--- src/rtl/phase_input_stage.sv ---
// rtl/phase_input_stage.sv - sensor sync/debounce, pedestrian latch and per-phase expiry timer
// Sits in front of the traffic-phase controller and produces its L, P and T inputs.
// Optional build macro: PHASE_GREEN_EXT_EN (one green extension while L is high).
module phase_input_stage #(
  parameter int DEBOUNCE    = 4,
  parameter int TW          = 8,
  parameter int GREEN_N     = 20,
  parameter int YELLOW_N    = 4,
  parameter int RED_N       = 16,
  parameter int GREEN_EXT_N = 10
) (
  input  logic          CLK,
  input  logic          RST,
  input  logic          L_RAW,
  input  logic          P_RAW,
  input  logic          G,
  input  logic          Y,
  input  logic          R,
  output logic          L,
  output logic          P,
  output logic          T,
  output logic [TW-1:0] CNT
);

  // A duration of 0 would never expire, so it is promoted to 1.
  function automatic logic [TW-1:0] clamp_n(input int n);
    if (n <= 0) begin
      return TW'(1);
    end
    return TW'(n);
  endfunction

  localparam logic [TW-1:0] GREEN_LD     = clamp_n(GREEN_N);
  localparam logic [TW-1:0] YELLOW_LD    = clamp_n(YELLOW_N);
  localparam logic [TW-1:0] RED_LD       = clamp_n(RED_N);
  localparam logic [TW-1:0] GREEN_EXT_LD = clamp_n(GREEN_EXT_N);
  localparam logic [7:0]    DB_LIM       = 8'(DEBOUNCE);

  typedef enum logic [1:0] {
    PH_GRN,
    PH_YEL,
    PH_RED,
    PH_INV
  } phase_t;

  typedef enum logic [1:0] {
    S_IDLE,
    S_RUN,
    S_DONE
  } state_t;

  // synchronizer and debounce state
  logic       l_meta, l_sync;
  logic       p_meta, p_sync;
  logic [7:0] l_cnt, p_cnt;
  logic       l_deb;
  logic       pb, pb_q;
  logic       p_req;

  // phase tracking and timer state
  phase_t        phase, prev;
  logic [TW-1:0] phase_load;
  state_t        state_q, state_d;
  logic [TW-1:0] cnt_q, cnt_d;
  logic          t_q, t_d;
  logic          extend;

`ifdef PHASE_GREEN_EXT_EN
  logic ext_q, ext_d;
`endif

  // two-flop synchronizers for both asynchronous inputs
  always_ff @(posedge CLK) begin
    if (RST) begin
      l_meta <= 1'b0;
      l_sync <= 1'b0;
      p_meta <= 1'b0;
      p_sync <= 1'b0;
    end else begin
      l_meta <= L_RAW;
      l_sync <= l_meta;
      p_meta <= P_RAW;
      p_sync <= p_meta;
    end
  end

  // lane debounce: toggle only after the sync value has disagreed long enough
  always_ff @(posedge CLK) begin
    if (RST) begin
      l_cnt <= '0;
      l_deb <= 1'b0;
    end else if (l_sync == l_deb) begin
      l_cnt <= '0;
    end else if (l_cnt == DB_LIM) begin
      l_deb <= ~l_deb;
      l_cnt <= '0;
    end else begin
      l_cnt <= l_cnt + 8'd1;
    end
  end

  // button debounce, same rule as the lane sensor
  always_ff @(posedge CLK) begin
    if (RST) begin
      p_cnt <= '0;
      pb    <= 1'b0;
    end else if (p_sync == pb) begin
      p_cnt <= '0;
    end else if (p_cnt == DB_LIM) begin
      pb    <= ~pb;
      p_cnt <= '0;
    end else begin
      p_cnt <= p_cnt + 8'd1;
    end
  end

  // pedestrian request: red clears it and wins over a new press edge
  always_ff @(posedge CLK) begin
    if (RST) begin
      pb_q  <= 1'b0;
      p_req <= 1'b0;
    end else begin
      pb_q <= pb;
      if (R) begin
        p_req <= 1'b0;
      end else if (pb && !pb_q) begin
        p_req <= 1'b1;
      end
    end
  end

  // decode the controller's one-hot phase and pick its duration
  always_comb begin
    phase      = PH_INV;
    phase_load = '0;
    case ({G, Y, R})
      3'b100: begin
        phase      = PH_GRN;
        phase_load = GREEN_LD;
      end
      3'b010: begin
        phase      = PH_YEL;
        phase_load = YELLOW_LD;
      end
      3'b001: begin
        phase      = PH_RED;
        phase_load = RED_LD;
      end
      default: begin
        phase      = PH_INV;
        phase_load = '0;
      end
    endcase
  end

  // registered phase; starting at INV makes the first valid phase a change
  always_ff @(posedge CLK) begin
    if (RST) begin
      prev <= PH_INV;
    end else begin
      prev <= phase;
    end
  end

`ifdef PHASE_GREEN_EXT_EN
  assign extend = (phase == PH_GRN) && l_deb && !ext_q;
`else
  assign extend = 1'b0;
`endif

  // timer state register
  always_ff @(posedge CLK) begin
    if (RST) begin
      state_q <= S_IDLE;
      cnt_q   <= '0;
      t_q     <= 1'b0;
`ifdef PHASE_GREEN_EXT_EN
      ext_q   <= 1'b0;
`endif
    end else begin
      state_q <= state_d;
      cnt_q   <= cnt_d;
      t_q     <= t_d;
`ifdef PHASE_GREEN_EXT_EN
      ext_q   <= ext_d;
`endif
    end
  end

  // timer next state: invalid phase, then phase change, then countdown
  always_comb begin
    state_d = state_q;
    cnt_d   = cnt_q;
    t_d     = 1'b0;
`ifdef PHASE_GREEN_EXT_EN
    ext_d   = ext_q;
`endif
    if (phase == PH_INV) begin
      state_d = S_IDLE;
      cnt_d   = '0;
`ifdef PHASE_GREEN_EXT_EN
      ext_d   = 1'b0;
`endif
    end else if (phase != prev) begin
      state_d = S_RUN;
      cnt_d   = phase_load;
`ifdef PHASE_GREEN_EXT_EN
      ext_d   = 1'b0;
`endif
    end else if (state_q == S_RUN) begin
      if (cnt_q == TW'(1)) begin
        if (extend) begin
          cnt_d = GREEN_EXT_LD;
`ifdef PHASE_GREEN_EXT_EN
          ext_d = 1'b1;
`endif
        end else begin
          cnt_d   = '0;
          t_d     = 1'b1;
          state_d = S_DONE;
        end
      end else begin
        cnt_d = cnt_q - TW'(1);
      end
    end
  end

  // outputs straight from registers so T is a clean one-cycle pulse
  always_comb begin
    L   = l_deb;
    P   = p_req;
    T   = t_q;
    CNT = cnt_q;
  end

endmodule
--- config.mk ---
export PLATFORM = sky130hd
export DESIGN_NAME = phase_input_stage
export DESIGN_NICKNAME = d
export VERILOG_FILES = /design/src/rtl/phase_input_stage.sv
export SDC_FILE = /design/constraint.sdc
export NUM_CORES = 1
export LEC_CHECK = 0
export CAP_MARGIN = 20
export CELL_PAD_IN_SITES_DETAIL_PLACEMENT = 1
export CELL_PAD_IN_SITES_GLOBAL_PLACEMENT = 2
export CORE_UTILIZATION = 34
export DETAILED_ROUTE_END_ITERATION = 8
export PLACE_DENSITY = 0.81
export RECOVER_POWER = 100
export SLEW_MARGIN = 20
export SYNTH_ARGS = -nofsm -noshare
export SYNTH_HDL_FRONTEND = slang
export SYNTH_SLANG_ARGS = --single-unit
--- constraint.sdc ---
create_clock -name CLK -period 1.72 [get_ports CLK]
set_input_delay 0.344 -clock CLK [delete_from_list [all_inputs] [get_ports CLK]]
set_output_delay 0.344 -clock CLK [all_outputs]
set_load 0.01 [all_outputs]
==> summary.txt <==
Timing
  • Final Max Tran Viols: 0
  • RSZ-0062 raised after global routing: false
  • Worst Max-Slew Pin Slew: about 500 ps
  • Final setup viols: 0
  • Final Hold Fails: 0
  • Period Utilization, post-route: around 97%
  • Post-route minimum period: 1660 ps
  • Worst path setup slack after routing: 58.5 ps
  • Rel. slew slack: between 60% and 70%
  • Max Fclk: approximately 0.6 GHz
  • Clock skew: 3.59 ps

Clock tree
  • TritonCTS Buffers: 5
  • Sink Count: 37
  • Clk_lat worst skew: ~280 ps
  • TritonCTS clock tree: built
  • Max clock buf depth: 2
  • H-Tree Depth: 2
  • Clock-pin slew on the worst setup and hold paths: 70 ps
  • Clock root cell: clkbuf_8

Critical path
  • Endpoint of the lowest-slack register-to-register path: CNT[2]
  • Worst r2r path cells: 7
  • Crit. End Element: output port
  • Crit path buffers/inverters: 1
  • Crit-path cells: clkdlybuf4s50_1
  • Max incr delay on CP: around 580 ps
  • Slowest-stage cell, CP: clkdlybuf4s50_1
  • Worst-path fanout max: 8
  • Critical Path RT: approximately 1400 ps
  • Worst R2R Setup Slack: 140 ps
  • RR Startpoint: CNT[1]
  • Worst path arrival time: 1320 ps
  • CP top delay family: buffers and inverters
  • Critical path type: flop to output port
  • Worst setup SP type: flop

Global routing
  • Global-route wire length before repair: approximately 6600 um
  • Largest net degree at the start of global routing: 12
  • GRT overflow: 0
  • Number of global-route vias before repair: approximately 1.5k
  • Total track usage: roughly 16%
  • Antenna violations before repair: 0

Min path
  • Hold path depth: 1
  • Worst Hold Class: flop to flop
  • Hold Path Sink: l_sync
  • Hold wc startpoint: l_meta

Yosys
  • Synthesis warning total: 0
  • Syn Area/Cell: roughly 9 um2
  • Async set or reset register ratio after synthesis: 0%
  • Number of synthesized flops with an enable pin: 0
  • Flops & latches, synth: 37
  • Post-Synthesis Cells: about 190
  • Main synth FF type: dfxtp_1
  • Mapped Nets: approximately 200
  • Mapped Area: between 0.0015 and 0.002 mm2
  • Count of cell types in the netlist: between 40 and 50
  • Sequential fraction of the synthesis area: a little over two fifths

Drt
  • Mean number of vias per cell: between 4 and 5
  • DRT Pass-1 Iters: 4
  • Drt total wl: between 3000 and 4000 um
  • Initial DRC Count: slightly above 70
  • Vias: about 1.4k
  • Final ANT Viol Nets: 0
  • Drc violations: 0
  • Wire per inst: 13.1 um

Floorplan
  • Die Area: about 0.0054 mm2
  • CORE AREA: approximately 0.0048 mm2
  • Die width: 73.4 um
  • # IOs: 18
  • Starting Density: a little over a third
  • Cell row count: 25
  • Die height: around 73 um

Pwr
  • VDD IR max: ~430 uV
  • Cell Pwr Density: 768 mW/mm2
  • Leak: ~0.82 nW

Cells and area
  • Area added between synthesis and finish: 24.1%
  • Antenna diodes: 0
  • Post-route insts no fill: ~290
  • Share of post-route cells with drive strength above 1: between 10% and 20%
  • Fillers: between 500 and 600
  • Net count reported at finish: approximately 240
  • Finished Core Util: between 40% and 50%

Placed design
  • Port bufs: 17
  • Final Wtd Congestion: about 0.8
  • Dpl cells: 280
  • Pre-CTS WS: -281 ps
  • Detail Placement HPWL: slightly below 3000 um

Outcome
  • Status: completed

Job
  • MaxCap Viol Count: 0
synth_stat cells (all sizes together), types with 6 or more instances:
master	instances	area share (%)
xor2	11	5.6
a21oi	8	2.3
inv	12	2.6
and3	6	2.2
nand2	12	2.6
nor2	27	5.9
ha	6	4.3
dfxtp	37	43
nor2b	7	2.5
nand3	13	3.8
xnor2	7	3.5
cell type report:
class / instances / area, um2 / area share [%]
clock buffer: 6 / 82.6 / 3.84
clock inverter: 1 / 7.51 / 0.349
inverter: 12 / 45.0 / 2.10
multi-input combinational: 139 / 933 / 43.4
sequential: 37 / 741 / 34.5
tap: 67 / 83.8 / 3.90
timing repair buffer: 27 / 256 / 11.9
timing repair:
item                                    CTS  global route
pin swaps                                 0             4
hold endpoints to repair                  0             0
setup buffers                             0             1
resized for setup                         1             7
endpoints found under the setup margin    1             3
cloned                                    0             1
hold buffers                              0             0
power breakdown:
group | total (mW) | switching, mW | internal, mW
clock | 0.612 | 0.295 | 0.316
sequential | 0.885 | 0.0145 | 0.870
combinational | 0.155 | 0.0800 | 0.0752
how the worst max path moves through the flow:
stage,slack (ps),cells after the start,end,startpoint
2_1_floorplan,180,5,CNT[4],R
3_3_place_gp,-210,6,CNT[2],G
3_5_place_dp,-280,6,CNT[2],G
4_1_cts,5,6,CNT[4],G
5_1_grt,0.5,1,CNT[2],CNT[2]
6_report,60,1,CNT[2],CNT[2]
registers in the layout, indices dropped and copies added (netlist names):
| name | flops |
|---|---|
| p_cnt | 8 |
| T | 1 |
| l_meta | 1 |
| p_meta | 1 |
| state_q | 2 |
| l_sync | 1 |
| P | 1 |
| p_sync | 1 |
| pb | 1 |
| prev | 2 |
| L | 1 |
| l_cnt | 8 |
| pb_q | 1 |
| CNT | 8 |
per-layer routing:
metal  vias to the layer above  global-route usage, %  share of wire (%)
met2                        19                   29.4                 53
li1                        710                      -                  -
met1                       680                   17.6                 43
met4                         0                   6.41                1.4
met5                         -                      0                  0
met3                         5                   4.94                3.3
cell families (layout without fill, tap and decap cells):
logic type | count (synthesis) | after routing | share of synthesized area, %
xor+xnor | 18 | 18 | 9.10
flops | 37 | 37 | 42.8
simple gates | 86 | 86 | 27.1
fa+ha+maj | 6 | 6 | 4.34
buf+inv | 17 | 46 | 4.62
compound gates | 25 | 26 | 10.3
mux | 3 | 3 | 1.73
through the flow:
| step | setup TNS (ps) | power (mW) | instance area [um2] | hold WS, ps |
|---|---|---|---|---|
| after floorplan | 0 | 0.998 | 1730 | 414 |
| after global placement | -1630 | 1.05 | 2020 | 423 |
| after detailed placement | -2470 | 1.06 | 2020 | 428 |
| after CTS | 0 | 1.68 | 2120 | 445 |
| after global routing | 0 | 1.73 | 2150 | 464 |
| final | 0 | 1.65 | 2150 | 438 |
cells in the final DEF (no fill, tap or decap), types with 4 or more instances in the layout:
master / instances
a21oi_1: 8
and3_1: 6
buf_4: 7
clkbuf_8: 6
clkdlybuf4s50_1: 10
dfxtp_1: 37
dlygate4sd3_1: 4
ha_1: 6
inv_1: 12
nand2_1: 12
nand3_1: 13
nor2_1: 27
nor2b_1: 7
nor3_1: 4
o211ai_1: 4
xnor2_1: 7
xor2_1: 11
Power figures use the tool's default switching activity.
